===== src/rtl/alu_serial_slave.sv =====
// Serial ALU responder: deserialises 11-bit frames, checks count/CRC/opcode,
// computes AND/OR/ADD/SUB with flags and serialises a result or error packet.
module alu_serial_slave (
  input  logic clk,
  input  logic rst_n,
  input  logic sin,
  output logic sout
);

  typedef enum logic [1:0] {IDLE, RX, CALC, TX} state_t;

  localparam logic [5:0] CODE_DATA = 6'b100100;
  localparam logic [5:0] CODE_CRC  = 6'b010010;
  localparam logic [5:0] CODE_OP   = 6'b001001;

  state_t       state, state_next;
  logic [8:0]   rx_sr;     // type bit + payload; the start bit is not stored
  logic [3:0]   rx_cnt;
  logic [3:0]   frm_cnt;
  logic         derr;
  logic [63:0]  data_sr;
  logic [6:0]   cmd;
  logic [54:0]  tx_sr;
  logic [5:0]   tx_cnt;

  logic         stop_now;
  logic         frm_type;
  logic [7:0]   payload;

  assign stop_now = (state == RX) && (rx_cnt == 4'd10);
  assign frm_type = rx_sr[8];
  assign payload  = rx_sr[7:0];

  function automatic logic [3:0] crc4_calc(input logic [67:0] d);
    logic [3:0] c;
    logic       fb;
    c = '0;
    for (int i = 67; i >= 0; i--) begin
      fb = c[3] ^ d[i];
      c  = {c[2:0], 1'b0} ^ (fb ? 4'b0011 : 4'b0000);
    end
    return c;
  endfunction

  function automatic logic [2:0] crc3_calc(input logic [36:0] d);
    logic [2:0] c;
    logic       fb;
    c = '0;
    for (int i = 36; i >= 0; i--) begin
      fb = c[2] ^ d[i];
      c  = {c[1:0], 1'b0} ^ (fb ? 3'b011 : 3'b000);
    end
    return c;
  endfunction

  // State register
  always_ff @(posedge clk or negedge rst_n) begin
    if (!rst_n) state <= IDLE;
    else        state <= state_next;
  end

  // Next-state logic
  always_comb begin
    // NOTE: default assignment first so no path leaves state_next unassigned (no latch).
    state_next = state;
    case (state)
      IDLE: if (!sin) state_next = RX;
      RX: if (stop_now) begin
        if (!sin || frm_type || frm_cnt == 4'd8) state_next = CALC;
        else                                     state_next = IDLE;
      end
      CALC:    state_next = TX;
      TX:      if (tx_cnt == 6'd1) state_next = IDLE;
      default: state_next = IDLE;
    endcase
  end

  // Output / datapath logic
  logic [31:0] a, b, c;
  logic [32:0] sum, diff;
  logic [2:0]  op;
  logic        carry, ovf, op_ok, err;
  logic [3:0]  flags;
  logic [2:0]  crc3;
  logic [5:0]  code;
  logic [10:0] err_frame;
  logic [54:0] packet;
  logic        sout_d;

  assign b  = data_sr[63:32];
  assign a  = data_sr[31:0];
  assign op = cmd[6:4];

  always_comb begin
    c     = '0;
    carry = 1'b0;
    ovf   = 1'b0;
    op_ok = 1'b1;
    sum   = {1'b0, b} + {1'b0, a};
    diff  = {1'b0, b} - {1'b0, a};
    case (op)
      3'b000: c = b & a;
      3'b001: c = b | a;
      3'b100: begin
        c     = sum[31:0];
        carry = sum[32];
        ovf   = (b[31] == a[31]) && (c[31] != b[31]);
      end
      3'b101: begin
        c     = diff[31:0];
        carry = diff[32];  // borrow: set exactly when A > B unsigned
        ovf   = (b[31] != a[31]) && (c[31] != b[31]);
      end
      default: op_ok = 1'b0;
    endcase
    flags = {carry, ovf, (c == 32'd0), c[31]};
    crc3  = crc3_calc({c, 1'b0, flags});

    err  = 1'b1;
    code = CODE_DATA;
    if (derr || frm_cnt != 4'd8)                     code = CODE_DATA;
    else if (crc4_calc({b, a, 1'b1, op}) != cmd[3:0]) code = CODE_CRC;
    else if (!op_ok)                                 code = CODE_OP;
    else                                             err  = 1'b0;

    // Parity bit makes frame bits [8:1] XOR to zero.
    err_frame = {3'b011, code, ^{1'b1, code}, 1'b1};
    packet    = err ? {err_frame, 44'd0}
                    : {2'b00, c[31:24], 1'b1, 2'b00, c[23:16], 1'b1,
                       2'b00, c[15:8],  1'b1, 2'b00, c[7:0],   1'b1,
                       3'b010, flags, crc3, 1'b1};
    sout_d    = (state == TX) ? tx_sr[54] : 1'b1;
  end

  // NOTE: sequential state uses non-blocking assignments so every register sees pre-edge values.
  always_ff @(posedge clk or negedge rst_n) begin
    if (!rst_n) begin
      rx_sr   <= '0;
      rx_cnt  <= '0;
      frm_cnt <= '0;
      derr    <= 1'b0;
      data_sr <= '0;
      cmd     <= '0;
      tx_sr   <= '0;
      tx_cnt  <= '0;
      sout    <= 1'b1;
    end else begin
      sout <= sout_d;
      case (state)
        IDLE: if (!sin) rx_cnt <= 4'd1;
        RX: begin
          if (!stop_now) begin
            rx_sr  <= {rx_sr[7:0], sin};
            rx_cnt <= rx_cnt + 4'd1;
          end else begin
            rx_cnt <= '0;
            if (!sin)                 derr <= 1'b1;
            else if (frm_type)        cmd  <= payload[6:0];
            else if (frm_cnt == 4'd8) derr <= 1'b1;
            else begin
              frm_cnt <= frm_cnt + 4'd1;
              data_sr <= {data_sr[55:0], payload};
            end
          end
        end
        CALC: begin
          tx_sr  <= packet;
          tx_cnt <= err ? 6'd11 : 6'd55;
        end
        TX: begin
          tx_sr  <= {tx_sr[53:0], 1'b0};
          tx_cnt <= tx_cnt - 6'd1;
          if (tx_cnt == 6'd1) begin
            frm_cnt <= '0;
            derr    <= 1'b0;
          end
        end
        default: ;
      endcase
    end
  end

endmodule


===== config.mk =====
export PLATFORM = sky130hd
export DESIGN_NAME = alu_serial_slave
export DESIGN_NICKNAME = d
export VERILOG_FILES = /design/src/rtl/alu_serial_slave.sv
export SDC_FILE = /design/constraint.sdc
export NUM_CORES = 1
export LEC_CHECK = 0
export ABC_CLOCK_PERIOD_IN_PS = 6400
export BUFFER_PORTS_ARGS = -buffer_cell sky130_fd_sc_hd__buf_2
export CAP_MARGIN = 10
export CORE_MARGIN = 2
export CORE_UTILIZATION = 65
export CTS_CLUSTER_DIAMETER = 120
export DETAILED_ROUTE_END_ITERATION = 10
export GPL_TIMING_DRIVEN = 0
export PLACE_DENSITY = 0.81
export SYNTH_ARGS = -nofsm -noshare
export SYNTH_HDL_FRONTEND = slang
export SYNTH_SLANG_ARGS = --single-unit

===== constraint.sdc =====
create_clock -name clk -period 6.4 [get_ports clk]
set_clock_uncertainty 0.05 [all_clocks]
set_input_delay 0.32 -clock clk [delete_from_list [all_inputs] [get_ports clk]]
set_output_delay 0.32 -clock clk [all_outputs]
set_load 0.02 [all_outputs]

==> impl_metrics.py <==
metrics = {
    "min_path": {
        "min_path_cells": 2,
        "hp-class": "in -> reg",
    },
    "setup_path": {
        "crit_start": "data_sr[14]$_DFFE_PN0P_",
        "r2r_end": "tx_sr[2]$_DFFE_PN0P_",
        "worstPathRequired_ns": 6.70,
        "slowest_delay_ns": 0.63,
        "critPathArrivalTime_ns": 6.52,
        "path_class": "reg -> reg",
        "cp-start-kind": "flop",
        "cp_max_fo": 8,
        "r2r-start": "data_sr[14]$_DFFE_PN0P_",
        "cpMaxStageDelayCell": "or4_1",
        "endpoint": "tx_sr[2]$_DFFE_PN0P_",
        "r2r_setup_slack_ns": 0.18,
        "cp-end-kind": "flop",
        "r2r_cells": 25,
    },
    "sta": {
        "maxSlewHeadroom": 0.131,
        "hold_viol_final": 0,
        "finalMaxSlewViolations": 0,
        "finalSetupViolCount": 0,
        "clock.fmax_ghz": 0.161,
        "tightest_slew_ns": 1.29,
        "min_period_ns": 6.22,
        "post-route-period-util": 0.971,
    },
    "logic_synthesis": {
        "syn_nets": 1633,
        "synth_area_sq_um": 13200,
        "ys_ff_latch": 153,
        "yosysSeqAreaShare": 0.290,
        "syn-instance-count": 1511,
        "yosys.area.top_type": "dfrtp_1",
        "synth_top_area_frac": 0.288,
        "yosys-top-cells-area": "dfrtp_1, ha_1, xnor2_1",
        "syn_avg_cell_area_sq_um": 8.75,
        "synth_ff_type": "dfrtp_1",
        "synth.distinct_cells": 87,
        "synth-edff-count": 0,
        "yosysWarnings": 0,
        "async_flop_share": 1.00,
    },
    "clock_network": {
        "clk_pin_slew_ns": 0.07,
        "numCtsBuffers": 17,
        "htree_num_levels": 4,
        "root_buffer": "clkbuf_16",
        "cts.path.max_buffers": 2,
        "cts_tree": "done",
        "clock_latency_ns": 0.44,
        "cts.sinks": 153,
    },
    "global_route": {
        "grt-ovfl-total": 0,
        "antenna_found_initial": 0,
        "grt_pass1_wl_um": 68600,
        "grt_max_degree": 90,
        "globalRouteTotalUtil": 0.417,
        "grt_pass1_vias": 12000,
    },
    "drt": {
        "wl_um": 44900,
        "drt-wirelength-per-cell_um": 24.7,
        "drc": 0,
        "via_per_inst": 6.81,
        "drt_iter0_drc": 1511,
        "ant_nets": 0,
        "vias": 12400,
        "firstDrtPassIters": 6,
    },
    "power": {
        "p_seq_frac": 0.223,
        "vdd_drop_max_mv": 0.473,
        "p_total_w": 0.00568,
        "clkPwrFrac": 0.182,
        "switchingPower_w": 0.00251,
        "comb_power_share": 0.595,
        "p_sw_frac": 0.442,
        "p_leak_nw": 6.35,
        "p_int_w": 0.00317,
        "p_per_area_nw_per_um2": 397,
    },
    "floorplan": {
        "core_region_area_sq_um": 20100,
        "std_cell_rows": 52,
        "start_util": 0.657,
        "die_w_um": 147,
        "die_h_um": 147,
        "pin_count": 4,
        "die-area_sq_um": 21500,
    },
    "layout": {
        "layout_common_cells": "dfrtp_1, nand2_1, o21ai_0",
        "final_nets": 1655,
        "drive_above_1_share": 0.0880,
        "stdcell_area_sq_um": 14300,
        "antenna_cells": 0,
        "area_growth_pct": 8.32,
        "final_common_cell": "dfrtp_1",
    },
    "placed_design": {
        "gp_congestion": 1.03,
        "dpl.hpwl_um": 34200,
        "placed_cell_area_sq_um": 13600,
        "port_buffers": 3,
    },
    "run_status": {
        "outcome": "completed",
    },
    "job": {
        "cap_viol_max_count": 0,
    },
}
## Yosys cell counts, types with 20 or more instances
| library cell | count |
|---|---|
| a211oi_1 | 20 |
| a21oi_1 | 107 |
| clkbuf_1 | 65 |
| dfrtp_1 | 152 |
| ha_1 | 117 |
| inv_1 | 118 |
| mux2_2 | 29 |
| nand2_1 | 127 |
| nand3_1 | 23 |
| nor2_1 | 101 |
| nor2b_1 | 46 |
| nor3_1 | 29 |
| o211ai_1 | 21 |
| o21ai_0 | 126 |
| xnor2_1 | 94 |
| xnor3_1 | 26 |
## power by group through the flow
stage | Sequential [W] | Combinational [W] | Clock, W
floorplan | 0.00122 | 0.00238 | 0
global placement | 0.00126 | 0.00307 | 0
detailed placement | 0.00127 | 0.00315 | 0
CTS | 0.00126 | 0.00319 | 0.00103
global route | 0.00128 | 0.00356 | 0.00107
finish | 0.00126 | 0.00338 | 0.00103
## sequential cells by signal, indices dropped and copies added, names as in the netlist, named ones only
register  cells
derr          1
rx_cnt        4
cmd           7
tx_cnt        6
rx_sr         9
data_sr      64
state         1
sout          1
frm_cnt       4
tx_sr        55
## cell type report
type / instances / area [sq um]
Timing Repair Buffer: 10 / 96.3
Tap cell: 270 / 338
Inverter: 119 / 447
Buffer: 76 / 318
Sequential cell: 153 / 3840
Multi-Input combinational cell: 1156 / 8690
Fill cell: 1574 / 5790
Clock inverter: 14 / 161
Clock buffer: 18 / 429
## kinds of logic after synthesis
family | count (synthesis) | synth area share
muxes | 43 | 0.0353
buffers and inverters | 202 | 0.0591
adders and majority gates | 119 | 0.114
AOI/OAI and AO/OA | 436 | 0.217
DFF | 153 | 0.290
and+or+nand+nor | 410 | 0.151
xor gates and xnor gates | 148 | 0.134
## repair_timing
item                                    4_1_cts  5_1_grt
cloned                                        0        0
pin swaps                                     0        7
endpoints found under the setup margin        3        2
hold endpoints to repair                     64        0
gates resized for setup                      10       21
hold buffers                                  1        0
setup buffers                                 0        5
## through the flow
step	TNS (ns)	util	setup slack (ns)	instances	hold slack, ns
CTS	0	0.708	0.0583	1818	0.183
floorplan	0	-	1.26	1511	-0.0256
global route	-0.0352	0.712	-0.0352	1816	0.219
global placement	-1.20	0.675	-0.619	1784	0.378
finish	0	0.712	0.183	1816	0.196
detailed placement	-1.08	0.677	-0.575	1785	0.315
## worst max-delay path, delay by kind of cell (launching register included)
family                   cells  cell delay [ns]
AO/OA/AOI/OAI                8             1.91
XOR/XNOR                     3             0.60
adder cells (fa/ha/maj)      2             0.48
buffers and inverters        4             0.68
flip-flops                   1             0.46
AND/OR/NAND/NOR              8             1.95
## worst min-delay path by stage
stage                                      from                          to
after floorplan                           rst_n  asynchronous set/reset pin
after global placement    tx_sr[54]$_DFFE_PN0P_              sout$_DFF_PN1_
after detailed placement                  rst_n     data_sr[59]$_DFFE_PN0P_
after CTS                                   sin        rx_sr[0]$_DFFE_PN0P_
after global routing                        sin        rx_sr[0]$_DFFE_PN0P_
final                                       sin        rx_sr[0]$_DFFE_PN0P_
## layer usage
metal / GRT usage / wire, um / up-vias
met4: 0.217 / 2520 / 0
met3: 0.0922 / 4620 / 182
met1: 0.552 / 17600 / 5975
li1: - / - / 5383
met5: 0 / 0 / -
met2: 0.643 / 20200 / 818
Note: power is estimated with default switching activity, not from simulation.
